==> src/rtl/cnn_pkg.sv <==
// cnn_pkg: types and width defaults shared by the CNN accelerator layers
// (pooling mode, pool FSM states, data/address width defaults).
package cnn_pkg;

  localparam int unsigned CNN_DATA_WIDTH = 16;
  localparam int unsigned CNN_ADDR_WIDTH = 20;

  typedef enum logic {
    POOL_MAX = 1'b0,
    POOL_AVG = 1'b1
  } pool_mode_e;

  typedef enum logic [2:0] {
    PS_IDLE   = 3'd0,
    PS_RD_REQ = 3'd1,
    PS_ACC    = 3'd2,
    PS_WR_REQ = 3'd3,
    PS_NEXT   = 3'd4,
    PS_FIN    = 3'd5
  } pool_state_e;

endpackage

==> src/rtl/pool_window_acc.sv <==
// pool_window_acc: per-window max/sum accumulator with average shift and
// optional ReLU clamp on the result (enabled by POOL_RELU_EN).
module pool_window_acc
  import cnn_pkg::*;
#(
  parameter int unsigned DATA_WIDTH = CNN_DATA_WIDTH,
  parameter int unsigned WIN        = 2
) (
  input  logic                         clk,
  input  logic                         reset,
  input  logic                         i_acc_en,
  input  logic                         i_first,
  input  pool_mode_e                   i_mode,
  input  logic signed [DATA_WIDTH-1:0] i_pix,
  output logic signed [DATA_WIDTH-1:0] o_result
);

  localparam int unsigned SHIFT = 2 * $clog2(WIN);
  localparam int unsigned ACC_W = DATA_WIDTH + SHIFT;

  logic signed [ACC_W-1:0]      r_acc;
  logic signed [ACC_W-1:0]      w_pix_ext;
  logic signed [ACC_W-1:0]      w_acc_n;
  logic signed [DATA_WIDTH-1:0] w_avg;
  logic signed [DATA_WIDTH-1:0] w_sel;

  assign w_pix_ext = ACC_W'(i_pix);

  // The first pixel of a window seeds the accumulator in both modes.
  always_comb begin
    w_acc_n = r_acc;
    if (i_first) begin
      w_acc_n = w_pix_ext;
    end else if (i_mode == POOL_AVG) begin
      w_acc_n = r_acc + w_pix_ext;
    end else if (w_pix_ext > r_acc) begin
      w_acc_n = w_pix_ext;
    end
  end

  always_ff @(posedge clk or negedge reset) begin
    if (!reset) begin
      r_acc <= '0;
    end else if (i_acc_en) begin
      r_acc <= w_acc_n;
    end
  end

  // Dropping the low SHIFT bits of a signed sum is a floor division.
  assign w_avg = r_acc[ACC_W-1:SHIFT];
  assign w_sel = (i_mode == POOL_AVG) ? w_avg : r_acc[DATA_WIDTH-1:0];

`ifdef POOL_RELU_EN
  assign o_result = w_sel[DATA_WIDTH-1] ? '0 : w_sel;
`else
  assign o_result = w_sel;
`endif

endmodule

==> src/rtl/pool_stream_engine.sv <==
// pool_stream_engine: streams WINxWIN windows (stride WIN) of img_count square
// maps over a req/ack port and writes max/avg results contiguously; POOL_RELU_EN adds ReLU.
module pool_stream_engine
  import cnn_pkg::*;
#(
  parameter int unsigned DATA_WIDTH = CNN_DATA_WIDTH,
  parameter int unsigned ADDR_WIDTH = CNN_ADDR_WIDTH,
  parameter int unsigned SIZE_WIDTH = 8,
  parameter int unsigned WIN        = 2
) (
  input  logic                  clk,
  input  logic                  reset,
  input  logic                  start,
  input  logic                  mode,
  input  logic [SIZE_WIDTH-1:0] img_count,
  input  logic [SIZE_WIDTH-1:0] img_size,
  input  logic [ADDR_WIDTH-1:0] src_addr,
  input  logic [ADDR_WIDTH-1:0] dst_addr,
  output logic                  mem_req,
  output logic                  mem_rw,
  output logic [ADDR_WIDTH-1:0] mem_addr,
  output logic [DATA_WIDTH-1:0] mem_wdata,
  input  logic [DATA_WIDTH-1:0] mem_rdata,
  input  logic                  mem_ack,
  output logic                  busy,
  output logic                  done
);

  localparam int unsigned WIN_LOG = $clog2(WIN);

  pool_state_e r_state, w_state_n;
  pool_mode_e  r_mode;

  logic [SIZE_WIDTH-1:0] r_count, r_size, r_osize;
  logic [ADDR_WIDTH-1:0] r_src, r_dst, r_out_idx;
  logic [WIN_LOG-1:0]    r_wx, r_wy, w_nwx, w_nwy;
  logic [SIZE_WIDTH-1:0] r_ox, r_oy, r_img, w_nox, w_noy, w_nimg;

  logic                  r_mem_req, r_mem_rw, r_busy, r_done;
  logic [ADDR_WIDTH-1:0] r_mem_addr;
  logic [DATA_WIDTH-1:0] r_mem_wdata;

  logic                         w_degenerate, w_last_win;
  logic                         w_last_ox, w_last_oy, w_last_img, w_last_out;
  logic [ADDR_WIDTH-1:0]        w_map_off, w_row, w_col, w_rd_addr;
  logic signed [DATA_WIDTH-1:0] w_result;

  assign w_degenerate = (img_count == '0) || (img_size < SIZE_WIDTH'(WIN));
  assign w_last_win   = (&r_wx) && (&r_wy);
  assign w_last_ox    = (r_ox == r_osize - 1'b1);
  assign w_last_oy    = (r_oy == r_osize - 1'b1);
  assign w_last_img   = (r_img == r_count - 1'b1);
  assign w_last_out   = w_last_ox && w_last_oy && w_last_img;

  // Position of the next read: next pixel of the window in ACC, first pixel
  // of the next output window in NEXT.
  always_comb begin
    w_nwx  = '0;
    w_nwy  = '0;
    w_nox  = r_ox;
    w_noy  = r_oy;
    w_nimg = r_img;
    if (r_state == PS_ACC) begin
      w_nwx = r_wx + 1'b1;
      w_nwy = (&r_wx) ? r_wy + 1'b1 : r_wy;
    end else if (w_last_ox) begin
      w_nox = '0;
      if (w_last_oy) begin
        w_noy  = '0;
        w_nimg = r_img + 1'b1;
      end else begin
        w_noy = r_oy + 1'b1;
      end
    end else begin
      w_nox = r_ox + 1'b1;
    end
  end

  assign w_map_off = ADDR_WIDTH'(w_nimg) * ADDR_WIDTH'(r_size) * ADDR_WIDTH'(r_size);
  assign w_row     = (ADDR_WIDTH'(w_noy) << WIN_LOG) + ADDR_WIDTH'(w_nwy);
  assign w_col     = (ADDR_WIDTH'(w_nox) << WIN_LOG) + ADDR_WIDTH'(w_nwx);
  assign w_rd_addr = r_src + w_map_off + w_row * ADDR_WIDTH'(r_size) + w_col;

  always_comb begin
    w_state_n = r_state;
    case (r_state)
      PS_IDLE:   if (start) w_state_n = w_degenerate ? PS_FIN : PS_RD_REQ;
      PS_RD_REQ: if (mem_ack) w_state_n = PS_ACC;
      PS_ACC:    w_state_n = w_last_win ? PS_WR_REQ : PS_RD_REQ;
      PS_WR_REQ: if (mem_ack) w_state_n = PS_NEXT;
      PS_NEXT:   w_state_n = w_last_out ? PS_FIN : PS_RD_REQ;
      PS_FIN:    w_state_n = PS_IDLE;
      default:   w_state_n = PS_IDLE;
    endcase
  end

  always_ff @(posedge clk or negedge reset) begin
    if (!reset) r_state <= PS_IDLE;
    else        r_state <= w_state_n;
  end

  always_ff @(posedge clk or negedge reset) begin
    if (!reset) begin
      r_mode      <= POOL_MAX;
      r_count     <= '0;
      r_size      <= '0;
      r_osize     <= '0;
      r_src       <= '0;
      r_dst       <= '0;
      r_out_idx   <= '0;
      r_wx        <= '0;
      r_wy        <= '0;
      r_ox        <= '0;
      r_oy        <= '0;
      r_img       <= '0;
      r_mem_req   <= 1'b0;
      r_mem_rw    <= 1'b1;
      r_mem_addr  <= '0;
      r_mem_wdata <= '0;
      r_busy      <= 1'b0;
      r_done      <= 1'b0;
    end else begin
      r_done <= 1'b0;
      case (r_state)
        PS_IDLE: if (start) begin
          r_mode    <= pool_mode_e'(mode);
          r_count   <= img_count;
          r_size    <= img_size;
          r_osize   <= img_size >> WIN_LOG;
          r_src     <= src_addr;
          r_dst     <= dst_addr;
          r_out_idx <= '0;
          r_wx      <= '0;
          r_wy      <= '0;
          r_ox      <= '0;
          r_oy      <= '0;
          r_img     <= '0;
          r_busy    <= 1'b1;
          if (!w_degenerate) begin
            r_mem_req  <= 1'b1;
            r_mem_rw   <= 1'b1;
            r_mem_addr <= src_addr;
          end
        end
        PS_RD_REQ: if (mem_ack) r_mem_req <= 1'b0;
        PS_ACC: begin
          r_mem_req <= 1'b1;
          if (w_last_win) begin
            r_mem_rw    <= 1'b0;
            r_mem_addr  <= r_dst + r_out_idx;
            r_mem_wdata <= w_result;
          end else begin
            r_wx       <= w_nwx;
            r_wy       <= w_nwy;
            r_mem_rw   <= 1'b1;
            r_mem_addr <= w_rd_addr;
          end
        end
        PS_WR_REQ: if (mem_ack) begin
          r_mem_req <= 1'b0;
          r_mem_rw  <= 1'b1;
          r_out_idx <= r_out_idx + 1'b1;
        end
        PS_NEXT: if (!w_last_out) begin
          r_wx       <= '0;
          r_wy       <= '0;
          r_ox       <= w_nox;
          r_oy       <= w_noy;
          r_img      <= w_nimg;
          r_mem_req  <= 1'b1;
          r_mem_addr <= w_rd_addr;
        end
        PS_FIN: begin
          r_busy <= 1'b0;
          r_done <= 1'b1;
        end
        default: ;
      endcase
    end
  end

  pool_window_acc #(
    .DATA_WIDTH (DATA_WIDTH),
    .WIN        (WIN)
  ) u_acc (
    .clk      (clk),
    .reset    (reset),
    .i_acc_en ((r_state == PS_RD_REQ) && mem_ack),
    .i_first  ((r_wx == '0) && (r_wy == '0)),
    .i_mode   (r_mode),
    .i_pix    (mem_rdata),
    .o_result (w_result)
  );

  assign mem_req   = r_mem_req;
  assign mem_rw    = r_mem_rw;
  assign mem_addr  = r_mem_addr;
  assign mem_wdata = r_mem_wdata;
  assign busy      = r_busy;
  assign done      = r_done;

endmodule

==> config.mk <==
export PLATFORM = sky130hd
export DESIGN_NAME = pool_stream_engine
export DESIGN_NICKNAME = d
export VERILOG_FILES = /design/src/rtl/cnn_pkg.sv /design/src/rtl/pool_window_acc.sv /design/src/rtl/pool_stream_engine.sv
export SDC_FILE = /design/constraint.sdc
export NUM_CORES = 1
export LEC_CHECK = 0
export CAP_MARGIN = 20
export CORE_UTILIZATION = 38
export DETAILED_ROUTE_END_ITERATION = 8
export GPL_TIMING_DRIVEN = 0
export SLEW_MARGIN = 20
export SYNTH_ARGS = -nofsm -noshare
export SYNTH_HDL_FRONTEND = slang
export SYNTH_HIERARCHICAL = 1
export SYNTH_SLANG_ARGS = --single-unit
==> constraint.sdc <==
create_clock -name clk -period 20.9 [get_ports clk]
set_clock_uncertainty 0.2 [all_clocks]
set_input_delay 3.135 -clock clk [delete_from_list [all_inputs] [get_ports clk]]
set_output_delay 3.135 -clock clk [all_outputs]
set_load 0.02 [all_outputs]
==> flow_summary.json, run 1 <==
{
  "synth.top_cells.by_count": "413 x nand2_1, 324 x inv_1, 214 x fa_1",
  "synth.most_common_cell": "nand2_1",
  "reg2reg_slack_ps": 5520,
  "power_density_nw_per_um2": 93.4,
  "max_freq_mhz": 65.0,
  "avgRoutedWirePerCell_um": 18.4,
  "worst_slew_pin_slew_ps": 1080,
  "peakVddDrop_mv": 0.0526,
  "post-synth-top-area-cell": "fa_1",
  "fin_crit_sh": 0.736,
  "seqCellArea_um2": 4110,
  "postCtsResizedCells": 0,
  "synth_edf_count": 0,
  "grt-ovfl-total": 0,
  "netlist_instances": 2312,
  "core.rowCount": 82,
  "fin_area_um2": 22300,
  "cpPeakStageDelay_ps": 790,
  "path_buf_inv": 8,
  "reg2reg_to": "mem_addr[19]",
  "coreArea_um2": 50600,
  "setup_slack_ps": 5520,
  "postCtsHoldBufs": 0,
  "antenna_cells": 0,
  "drive_gt1_frac": 0.0317,
  "final_nets": 2901,
  "drc": 0,
  "ctsLongestPathBuffers": 2,
  "die_x_um": 229,
  "pin_count": 117,
  "cts-root-buf": "clkbuf_16",
  "reg2reg_from": "r_size[1]",
  "crit_path_end": "mem_addr[19]",
  "syn_area_um2": 19600,
  "p_leak_nw": 10.8,
  "post-dp-hpwl_mm": 46.7,
  "clk_latency_ps": 450,
  "ys_ff_latch": 164,
  "ant_nets": 0,
  "status": "completed",
  "yosys_warnings": 6,
  "drv_slew": 0,
  "crit_required_ps": 21050,
  "routed_wl_mm": 57.6,
  "grt_pass1_wl_mm": 94.4,
  "syn-num-nets": 2765,
  "cp-start-kind": "flop",
  "yosys.area.top_type_share": 0.218,
  "clock-sinks": 164,
  "async_flop_share": 1.00,
  "worstSetupStartpoint": "r_size[1]",
  "crit_path_end_kind": "flop",
  "grt_pass1_vias": 17400,
  "cp.arrival_ps": 15530,
  "fin_crit_ps": 15380,
  "r2r_cells": 43,
  "dp_worst_setup_slack_ps": 5540,
  "clk_pin_slew_ps": 70,
  "fill_cells": 5050,
  "start_util": 0.388,
  "syn_avg_cell_area_um2": 8.49,
  "port_buffers": 116,
  "drt_first_pass_iters": 5,
  "viasPerCell": 5.27,
  "critPathKind": "flop to flop",
  "cts_buffers": 17,
  "crit_top_cell": "fa_1",
  "grt.total_usage": 0.227,
  "tns_ps": 0,
  "hp-class": "flop to flop",
  "die-area_um2": 52500,
  "die_h_um": 229,
  "synth_seq_area_share": 0.209,
  "slew_headroom": 0.273,
  "hold_violations": 0,
  "synth_top_flop_cell": "dfrtp_1",
  "rsz0062_at_grt": "no",
  "h-tree-depth": 4,
  "maxCapViolations": 0,
  "crit_slowest_cell": "a2111oi_1",
  "postCtsSetupBuffers": 0,
  "multiInputGateArea_um2": 13900,
  "synthToLayoutAreaGrowth_pct": 13.5,
  "synth_cell_types": 79,
  "p_total_mw": 2.08,
  "crit_fanout": 10,
  "grt_max_degree": 97,
  "setup_viol": 0,
  "dpl_cell_area_um2": 21700,
  "num_vias": 16500,
  "synth_top_cells_by_area": "fa_1 22%, dfrtp_1 21%, ha_1 10%",
  "cts_tree": "yes",
  "path_depth": 43,
  "cp_top_family": "adder cells",
  "drt_iter0_markers": 1195,
  "hold_depth": 2,
  "routabilityCongestion": 0.939,
  "antenna_found_initial": 0
}
[sequential cells by signal (all words and copies together), names as in the netlist, 3 cells and up]
name / count
r_ox: 8
r_count: 8
r_src: 20
r_dst: 20
r_out_idx: 20
r_size: 8
u_acc/r_acc: 18
r_img: 8
r_oy: 8
r_state: 3
mem_wdata: 16
mem_addr: 20
[worst reg2reg max path: cells and delay by family, from the launching register on]
| kind | cells | cell delay (ps) |
|---|---|---|
| AND/OR/NAND/NOR | 7 | 1840 |
| XOR/XNOR | 5 | 1910 |
| adder cells (fa/ha/maj) | 13 | 6210 |
| flip-flops | 1 | 430 |
| AO/OA/AOI/OAI | 10 | 3160 |
| buffers and inverters | 8 | 1530 |
[kinds of logic (layout without fill, tap and decap cells)]
kind of cell	Yosys count	after routing	synth area share
xor gates and xnor gates	111	111	0.0524
buffers and inverters	425	574	0.0828
DFF	164	164	0.209
adders and majority gates	376	376	0.322
muxes	19	19	0.0100
AOI/OAI and AO/OA	343	343	0.111
and+or+nand+nor	874	874	0.213
[worst min-delay path by stage]
stage / startpoint / endpoint / slack [ps]
2_1_floorplan: r_mode / r_mode / 240
3_3_place_gp: r_mode / r_mode / 260
3_5_place_dp: mem_wdata[2] / mem_wdata[2] / 260
4_1_cts: mem_wdata[8] / mem_wdata[8] / 290
5_1_grt: mem_wdata[7] / mem_wdata[7] / 300
6_report: mem_wdata[7] / mem_wdata[7] / 280
[per-layer routing]
| metal | global-route usage | wire length (µm) | share of wire |
|---|---|---|---|
| met1 | 0.309 | 26500 | 0.46 |
| met2 | 0.376 | 27200 | 0.47 |
| met3 | 0.0316 | 2590 | 0.045 |
| met4 | 0.0640 | 1320 | 0.023 |
| met5 | 0 | 0 | 0 |
[through the flow]
stage | hold slack, ps | cells | util
2_1_floorplan | 244 | 2312 | -
3_3_place_gp | 257 | 3100 | 0.427
3_5_place_dp | 262 | 3101 | 0.428
4_1_cts | 287 | 3133 | 0.440
5_1_grt | 300 | 3133 | 0.440
6_report | 279 | 3133 | 0.440
[cells in the final DEF (no fill, tap or decap), types with 77 or more instances in the layout]
| cell | netlist | layout |
|---|---|---|
| nand2_1 | 413 | 413 |
| fa_1 | 214 | 214 |
| a21oi_1 | 78 | 78 |
| o21ai_0 | 120 | 120 |
| clkdlybuf4s50_1 | 0 | 115 |
| nor2_1 | 105 | 105 |
| inv_1 | 324 | 324 |
| and2_1 | 89 | 89 |
| dfrtp_1 | 163 | 163 |
| ha_1 | 162 | 162 |
| clkbuf_1 | 76 | 77 |
[cell type report]
class | count | share of cell area
buffer | 100 | 0.0182
clock buffer | 22 | 0.0217
clock inverter | 10 | 0.00539
inverter | 325 | 0.0548
multi-input combinational | 1723 | 0.624
sequential | 164 | 0.184
tap | 672 | 0.0378
timing repair buffer | 117 | 0.0536
[power breakdown]
group / total, mW / leakage, nW / internal, mW / switching (mW)
sequential: 0.505 / 2.13 / 0.419 / 0.0865
clock: 0.329 / 0.294 / 0.190 / 0.140
combinational: 1.24 / 8.37 / 0.465 / 0.779
total: 2.08 / 10.8 / 1.07 / 1.01
No activity file was read; power rests on OpenSTA's default activity.
==> inputs of run 2 (changes only) <==
==> constraint.sdc (replaced) <==
create_clock -name clk -period 13.03 [get_ports clk]
set_clock_uncertainty 0.2 [all_clocks]
set_input_delay 1.9545 -clock clk [delete_from_list [all_inputs] [get_ports clk]]
set_output_delay 1.9545 -clock clk [all_outputs]
set_load 0.02 [all_outputs]
==> run 2 against run 1 <==
  * Hold slack about the same
  * Clock-buffer cell count did not move
  * Combinational power grew 65%
  * Utilization rose by 1.0 points
  * Critical endpoint is now mem_addr[17]
  * Total power up 63%
  * Setup slack worse by 5100 ps
==> flow_summary.json, run 2 (synthesis results as in run 1) <==
{
  "drc": 0,
  "clock-sinks": 164,
  "cts_buffers": 17,
  "routabilityCongestion": 0.939,
  "max_freq_mhz": 79.4,
  "cpPeakStageDelay_ps": 770,
  "slew_headroom": 0.269,
  "setup_slack_ps": 439,
  "h-tree-depth": 4,
  "grtUsageMet3": 0.0350,
  "drive_gt1_frac": 0.0569,
  "clk_latency_ps": 450,
  "port_buffers": 116,
  "hold_violations": 0,
  "p_sw_mw": 1.64,
  "pin_count": 117,
  "power_density_nw_per_um2": 148,
  "num_vias": 16600,
  "drt_iter0_markers": 1157,
  "grt_max_degree": 97,
  "ctsLongestPathBuffers": 2,
  "start_util": 0.388,
  "fin_hold_ws_ps": 279,
  "ant_nets": 0,
  "clock_power_share": 0.156,
  "grt_pass1_vias": 17500,
  "cp.arrival_ps": 12750,
  "crit_fanout": 10,
  "p_int_mw": 1.74,
  "viasPerCell": 5.28,
  "synthToLayoutAreaGrowth_pct": 16.2,
  "crit_slowest_cell": "xnor2_1",
  "coreArea_um2": 50600,
  "crit_required_ps": 13190,
  "crit_path_end_kind": "flop",
  "dpl_cell_area_um2": 21700,
  "die_x_um": 229,
  "antenna_found_initial": 0,
  "avgRoutedWirePerCell_um": 18.5,
  "top_usage_layer": "met2",
  "fin_area_um2": 22800,
  "worst_slew_pin_slew_ps": 1100,
  "use_met1": 0.309,
  "clk_pin_slew_ps": 70,
  "fin_crit_sh": 0.966,
  "setup_viol": 0,
  "drt_first_pass_iters": 5,
  "drv_slew": 0,
  "finish.utilization": 0.451,
  "cts_tree": "yes",
  "cp-start-kind": "flop",
  "dp_worst_setup_slack_ps": -2330,
  "use_met2": 0.376,
  "crit_top_cell": "fa_1",
  "grt.total_usage": 0.229,
  "status": "completed",
  "grt-ovfl-total": 0,
  "cts-root-buf": "clkbuf_16",
  "die-area_um2": 52500,
  "fin_crit_ps": 12590,
  "comb_power_share": 0.604,
  "die_h_um": 229,
  "critPathKind": "flop to flop",
  "post-dp-hpwl_mm": 46.7,
  "core.rowCount": 82,
  "grt_pass1_wl_mm": 95.0,
  "hp-class": "flop to flop",
  "final_nets": 2920,
  "maxCapViolations": 0,
  "tns_ps": 0,
  "seq_power_share": 0.240,
  "layout_commonest_cell": "nand2_1",
  "peakVddDrop_mv": 0.0847,
  "p_leak_nw": 11.0,
  "layout_common_cells": "413 x nand2_1, 323 x inv_1, 214 x fa_1",
  "swShare": 0.484,
  "fill_cells": 4999,
  "routed_wl_mm": 58.2
}
[run 2: changes by cell type in the layout (fill, tap and decap cells not counted), moves of 4 or more]
cell	change
xor2_1	-4
xnor2_1	-10
xnor2_2	+7
ha_1	-6
buf_4	+20
clkbuf_1	-4
ha_2	+5
[run 2: final cells by class]
class	count	area (µm²)	area share
flip-flops and latches	164	4110	0.180
multi-input cells	1723	14200	0.625
clock inverters	10	120	0.00527
clock buffers	22	484	0.0212
plain buffers	98	413	0.0181
well taps	672	841	0.0369
repair buffers	138	1350	0.0593
inverters	325	1230	0.0539
diodes	1	2.50	0.000110
[run 2: worst paths after layout]
| path | start | to | slack [ps] | cells past startpoint |
|---|---|---|---|---|
| max in group asynchronous | reset | mem_addr[18] | 10490 | 2 |
| worst max-delay path | r_size[2] | mem_addr[17] | 440 | 40 |
| worst max register to register | r_size[2] | mem_addr[17] | 440 | 40 |
| worst min-delay path | mem_wdata[7] | mem_wdata[7] | 280 | 2 |
| worst min register to register | mem_wdata[7] | mem_wdata[7] | 280 | 2 |
| min in group asynchronous | reset | mem_wdata[6] | 1250 | 1 |
[run 2: metrics by stage]
| stage | instances | power [mW] |
|---|---|---|
| after floorplan | 2312 | 2.12 |
| after CTS | 3144 | 3.36 |
| after detailed placement | 3101 | 2.78 |
| after global placement | 3100 | 2.75 |
| final | 3153 | 3.38 |
| after global routing | 3152 | 3.65 |
[run 2: routing by layer]
| metal | vias up | part of all wire |
|---|---|---|
| li1 | 7795 | - |
| met1 | 8316 | 0.45 |
| met2 | 440 | 0.47 |
| met3 | 85 | 0.051 |
| met4 | 0 | 0.027 |
| met5 | - | 0 |
[run 2: worst max-delay path: cells and delay by family, from the launching register on]
kind            cells  cell delay, ps
fa+ha+maj          12            5710
simple gates        9            2560
compound gates      8            1740
xor+xnor            2            1120
buf+inv             9             790
flops               1             360
[run 2: timing repair]
item | 4_1_cts | 5_1_grt
endpoints found under the setup margin | 12 | 8
hold buffers | 0 | 0
pin swaps | 8 | 10
setup buffers | 12 | 9
gates resized for setup | 35 | 32
[run 2: power by group through the flow]
| stage | Sequential (mW) | Clock (mW) | Combinational, mW |
|---|---|---|---|
| final | 0.812 | 0.529 | 2.04 |
| after global routing | 0.831 | 0.557 | 2.26 |
| after CTS | 0.810 | 0.538 | 2.01 |
| after detailed placement | 0.816 | 0 | 1.97 |
| after global placement | 0.814 | 0 | 1.94 |
| after floorplan | 0.815 | 0 | 1.31 |
==> inputs of run 3 (changes only) <==
--- a/config.mk
+++ b/config.mk
@@ -5,6 +5,7 @@
 export SDC_FILE = /design/constraint.sdc
 export NUM_CORES = 1
 export LEC_CHECK = 0
+export ABC_AREA = 1
 export CAP_MARGIN = 20
 export CORE_UTILIZATION = 38
 export DETAILED_ROUTE_END_ITERATION = 8
==> run 3 against run 2 <==
  * Design area rose by 0.60%
  * First-iteration DRC count rose by 7.3%
  * Utilization fell by 1.4 points
  * Wire length rose by 6.8%
  * Sequential power rose by 4.7%
  * Combinational power rose by 68%
  * Via count rose by 9.5%
  * Register-to-register slack improved by 410 ps
  * Critical path type unchanged
  * Highest routed layer is now met5
==> flow_summary.json, run 3 <==
{
  "setup_slack_ps": 848,
  "path_buf_inv": 13,
  "grt_pass1_vias": 18800,
  "peakVddDrop_mv": 0.120,
  "die-area_um2": 54100,
  "start_util": 0.384,
  "layout_commonest_cell": "nand2_1",
  "async_flop_share": 1.00,
  "core.rowCount": 84,
  "syn-num-nets": 3194,
  "fin_crit_ps": 12180,
  "reg2reg_to": "mem_addr[19]",
  "worst_slew_pin_slew_ps": 1020,
  "maxCapViolations": 0,
  "routabilityCongestion": 0.945,
  "reg2reg_slack_ps": 850,
  "max_freq_mhz": 82.1,
  "synth_edf_count": 0,
  "fin_hold_ws_ps": 270,
  "slew_headroom": 0.320,
  "synth_cell_types": 59,
  "fin_area_um2": 22900,
  "grt.total_usage": 0.241,
  "yosys_warnings": 6,
  "ant_nets": 0,
  "r2r_cells": 55,
  "layout_common_cells": "712 x nand2_1, 510 x inv_1, 232 x nor2_1",
  "synth.most_common_cell": "nand2_1",
  "clk_latency_ps": 460,
  "p_total_mw": 4.81,
  "clk_pin_slew_ps": 80,
  "pin_count": 117,
  "synth_seq_area_share": 0.203,
  "dp_worst_setup_slack_ps": -462,
  "rsz0062_at_grt": "no",
  "worstSetupStartpoint": "r_size[2]",
  "crit_fanout": 12,
  "grt_max_degree": 96,
  "grt-ovfl-total": 0,
  "h-tree-depth": 4,
  "p_leak_nw": 12.0,
  "setup_viol": 0,
  "reg2reg_from": "r_size[2]",
  "crit_path_end_kind": "flop",
  "cp.arrival_ps": 12330,
  "yosys.area.top_type_share": 0.212,
  "synth_top_cells_by_area": "fa_1 21%, dfrtp_1 20%, nand2_1 13%",
  "netlist_instances": 2741,
  "cts-root-buf": "clkbuf_16",
  "syn_area_um2": 20200,
  "routed_wl_mm": 62.1,
  "clock-sinks": 164,
  "drt_iter0_markers": 1242,
  "synth_top_flop_cell": "dfrtp_1",
  "drt_first_pass_iters": 5,
  "coreArea_um2": 52600,
  "num_vias": 18200,
  "cts_buffers": 17,
  "fin_crit_sh": 0.935,
  "tns_ps": 0,
  "drive_gt1_frac": 0.0401,
  "final_nets": 3331,
  "crit_path_end": "mem_addr[19]",
  "drc": 0,
  "port_buffers": 116,
  "post-dp-hpwl_mm": 51.1,
  "synthToLayoutAreaGrowth_pct": 13.5,
  "status": "completed",
  "path_depth": 55,
  "crit_slowest_cell": "fa_1",
  "crit_required_ps": 13180,
  "avgRoutedWirePerCell_um": 17.4,
  "cpPeakStageDelay_ps": 580,
  "cts_tree": "yes",
  "ctsLongestPathBuffers": 2,
  "postCtsHoldBufs": 0,
  "hp-class": "flop to flop",
  "syn_avg_cell_area_um2": 7.37,
  "ys_ff_latch": 164,
  "synth.top_cells.by_count": "713 x nand2_1, 510 x inv_1, 232 x nor2_1",
  "die_x_um": 233,
  "post-synth-top-area-cell": "fa_1",
  "die_h_um": 233,
  "grt_pass1_wl_mm": 101,
  "critPathKind": "flop to flop",
  "cp_top_family": "adder cells",
  "antenna_cells": 0,
  "hold_violations": 0,
  "viasPerCell": 5.09,
  "drv_slew": 0,
  "antenna_found_initial": 1,
  "power_density_nw_per_um2": 210,
  "dpl_cell_area_um2": 22300,
  "cp-start-kind": "flop"
}
==> run 3: what timing repair did <==
item                                    4_1_cts  5_1_grt
resized for setup                             2       16
pin swaps                                     0        3
endpoints found under the setup margin        7       12
buffers inserted                              0        3
==> run 3: metrics by stage <==
step            util  cells
2_1_floorplan      -   2741
3_3_place_gp   0.423   3545
3_5_place_dp   0.423   3546
4_1_cts        0.435   3577
5_1_grt        0.436   3579
6_report       0.436   3579
==> run 3: layout make-up <==
class,instances,area [µm²]
Clock inverter,14,155
Timing Repair Buffer,120,1220
Tap cell,688,861
Fill cell,5444,29600
Clock buffer,18,439
Sequential cell,164,4110
Multi-Input combinational cell,1972,13800
Buffer,75,339
Inverter,528,1990
==> run 3: worst min path at each step <==
stage / cells after the start / end / from
after detailed placement: 2 / mem_rw / mem_rw
after floorplan: 2 / r_dst[0] / r_dst[0]
after global routing: 2 / mem_rw / mem_rw
final: 2 / mem_rw / mem_rw
after CTS: 2 / mem_rw / mem_rw
after global placement: 2 / mem_rw / mem_rw
==> run 3: cell families after synthesis <==
| group | Yosys count | share of synthesized area |
|---|---|---|
| xor gates and xnor gates | 72 | 0.0330 |
| and+or+nand+nor | 1201 | 0.247 |
| muxes | 2 | 0.000991 |
| buffers and inverters | 605 | 0.115 |
| AOI/OAI and AO/OA | 321 | 0.0880 |
| adders and majority gates | 376 | 0.312 |
| DFF | 164 | 0.203 |
==> run 3: worst register-to-register path, delay by kind of cell (launching register included) <==
kind	cells	cell delay (ps)
adders and majority gates	13	6100
and+or+nand+nor	27	3470
buffers and inverters	13	1500
DFF	1	360
xor gates and xnor gates	1	310
AOI/OAI and AO/OA	1	120
==> run 3: routing by layer <==
metal / GRT usage / routed length [µm] / part of all wire / up-vias
li1: - / - / - / 8766
met1: 0.321 / 27700 / 0.45 / 8866
met2: 0.405 / 29700 / 0.48 / 502
met3: 0.0335 / 3230 / 0.052 / 82
met4: 0.0690 / 1500 / 0.024 / 2
met5: 0 / 13 / 0.00021 / -
==> run 3: report_power, final <==
part / internal [mW] / switching, mW / total (mW)
Sequential: 0.691 / 0.159 / 0.850
Combinational: 1.19 / 2.24 / 3.43
Clock: 0.263 / 0.261 / 0.524
Total: 2.14 / 2.66 / 4.81
==> RTL edit: new RTL, settings of run 2 <==
Encoding of `pool_state_e`: now one-hot (6 bits for 6 states).
--- a/src/rtl/cnn_pkg.sv
+++ b/src/rtl/cnn_pkg.sv
@@ -10,13 +10,13 @@
     POOL_AVG = 1'b1
   } pool_mode_e;
 
-  typedef enum logic [2:0] {
-    PS_IDLE   = 3'd0,
-    PS_RD_REQ = 3'd1,
-    PS_ACC    = 3'd2,
-    PS_WR_REQ = 3'd3,
-    PS_NEXT   = 3'd4,
-    PS_FIN    = 3'd5
+  typedef enum logic [5:0] {
+    PS_IDLE   = 6'b000001,
+    PS_RD_REQ = 6'b000010,
+    PS_ACC    = 6'b000100,
+    PS_WR_REQ = 6'b001000,
+    PS_NEXT   = 6'b010000,
+    PS_FIN    = 6'b100000
   } pool_state_e;
 
 endpackage
Behaviour: same outputs for any inputs over 4 cycles, from zero or initial values and one cycle with reset low; so few cycles prove little.
==> RTL edit against run 2 <==
- wire length grew 1.1%
- sequential cell count grew 3
- area after synthesis grew 0.92%
- total power shrank 13%
- first-iteration DRC count shrank 11%
- setup slack gained 0.031 ns
- design area grew 1.1%
- non-clock buffer count grew 5
- critical path type unchanged
==> RTL edit: results (changes against run 2) <==
stage;metric;value;unit;change
status;status;completed;;
cells_and_area;Final Net Count;2939;;+0.65%
yosys;Netlist cell types;92;;+16%
cells_and_area;Ant. Diodes;0;;-1
cells_and_area;Signal inverters;338;;+4.0%
cells_and_area;Post-Layout Cell Count;3179;;+0.82%
placed_design;dpl cells;3117;;+0.52%
detailed_routing;wire length on met2;28050;um;+2.4%
cells_and_area;FF/Latch Area;4182;um2;+1.8%
yosys;synth top area cells;fa_1 22%, dfrtp_1 21%, ha_1 10%;;
power;IR drop worst, VDD;0.1256;mV;+48%
cells_and_area;Clock buf/inv share;2.454;%;-0.20 points
critical_path;reg-to-reg slack, setup;0.47;ns;+0.03 ns
power;Leak Pwr;11.15;nW;+1.1%
cells_and_area;Fillers;5036;;+0.74%
grt;M1 GR Usage;31.21;%;+0.33 points
placed_design;Placer Congestion;0.8994;;-4.2%
cells_and_area;num sequential;167;;+1.8%
grt;grt met2 use;38.00;%;+0.36 points
grt;first-pass GRT wire length;95300;um;+0.27%
cells_and_area;share of cells above drive strength 1;6.763;%;+1.1 points
detailed_routing;detailed-route via count;16620;;-0.096%
worst_hold_path;Hold Path Sink;r_mode;;
clocking;clock insertion delay at the later pin of the skew report;0.47;ns;+0.02 ns
die;Die X;230.3;um;+0.46%
grt;GRT Util Overall;23.06;%;+0.20 points
cells_and_area;Signal buf overhead;8.118;%;+0.38 points
critical_path;Worst R2R Path Depth;44;;+10%
placed_design;DP Area;21850;um2;+0.88%
yosys;sequential-to-total area share from yosys stat;21.12;%;+0.19 points
timing;Worst Tran Pin Value;1.093;ns;-0.003139 ns
worst_hold_path;worst hold start;r_mode;;
yosys;Synth Area per Inst;8.536;um2;+0.58%
detailed_routing;wire length on met3;3382;um;+14%
yosys;total nets after synthesis;2773;;+0.29%
yosys;Synth Area in XOR/XNOR;5.130;%;-0.11 points
critical_path;critical path arrival;12.71;ns;-0.04 ns
yosys;mux contribution to synthesized area;1.169;%;+0.17 points
placed_design;HPWL Detailed;46520;um;-0.49%
power;Pint;1.532;mW;-12%
placed_design;pre-CTS WS;-2.125;ns;+0.2059 ns
yosys;Commonest cells post-synth;378 x nand2_1, 336 x inv_1, 214 x fa_1;;
timing;hold slack;0.2784;ns;-0.0007960 ns
cells_and_area;fraction of area in multi-input gates;62.04;%;-0.46 points
detailed_routing;drt initial violations;1028;;-11%
detailed_routing;met1 WL;26220;um;about the same
yosys;fraction of the mapped netlist area in adder cells;31.87;%;-0.29 points
clocking;quantity of gates resized following cts;34;;-2.9%
cells_and_area;bufs w/o clock;241;;+2.1%
cells_and_area;clock buf count;17;;-23%
timing;fin crit share;96.39;%;-0.24 points
RTL edit: cell types whose count changed after synthesis, moves of 6 or more:
cell | run 2 | this run
a222oi_1 | 11 | 0
xnor2_1 | 73 | 54
nand2_1 | 413 | 378
a21oi_1 | 78 | 69
a221oi_1 | 9 | 15
o21ai_1 | 4 | 10
inv_1 | 324 | 336
buf_1 | 10 | 2
nor2_1 | 105 | 161
a21o_1 | 23 | 17
nand3b_1 | 3 | 12
o21ai_0 | 120 | 100
nor2b_1 | 47 | 35
xor2_1 | 34 | 55
RTL edit: power groups by stage:
stage,clock network [mW],registers (mW),logic [mW]
after floorplan,0,0.800,1.03
after global placement,0,0.801,1.56
after detailed placement,0,0.803,1.58
after CTS,0.516,0.794,1.61
after global routing,0.536,0.815,1.83
final,0.506,0.796,1.65
RTL edit: tightest hold or removal path, stage by stage (launching register included):
cell and delay (ns):
dfrtp_1 0.34, nand2_1 0.05, nand2_1 0.06
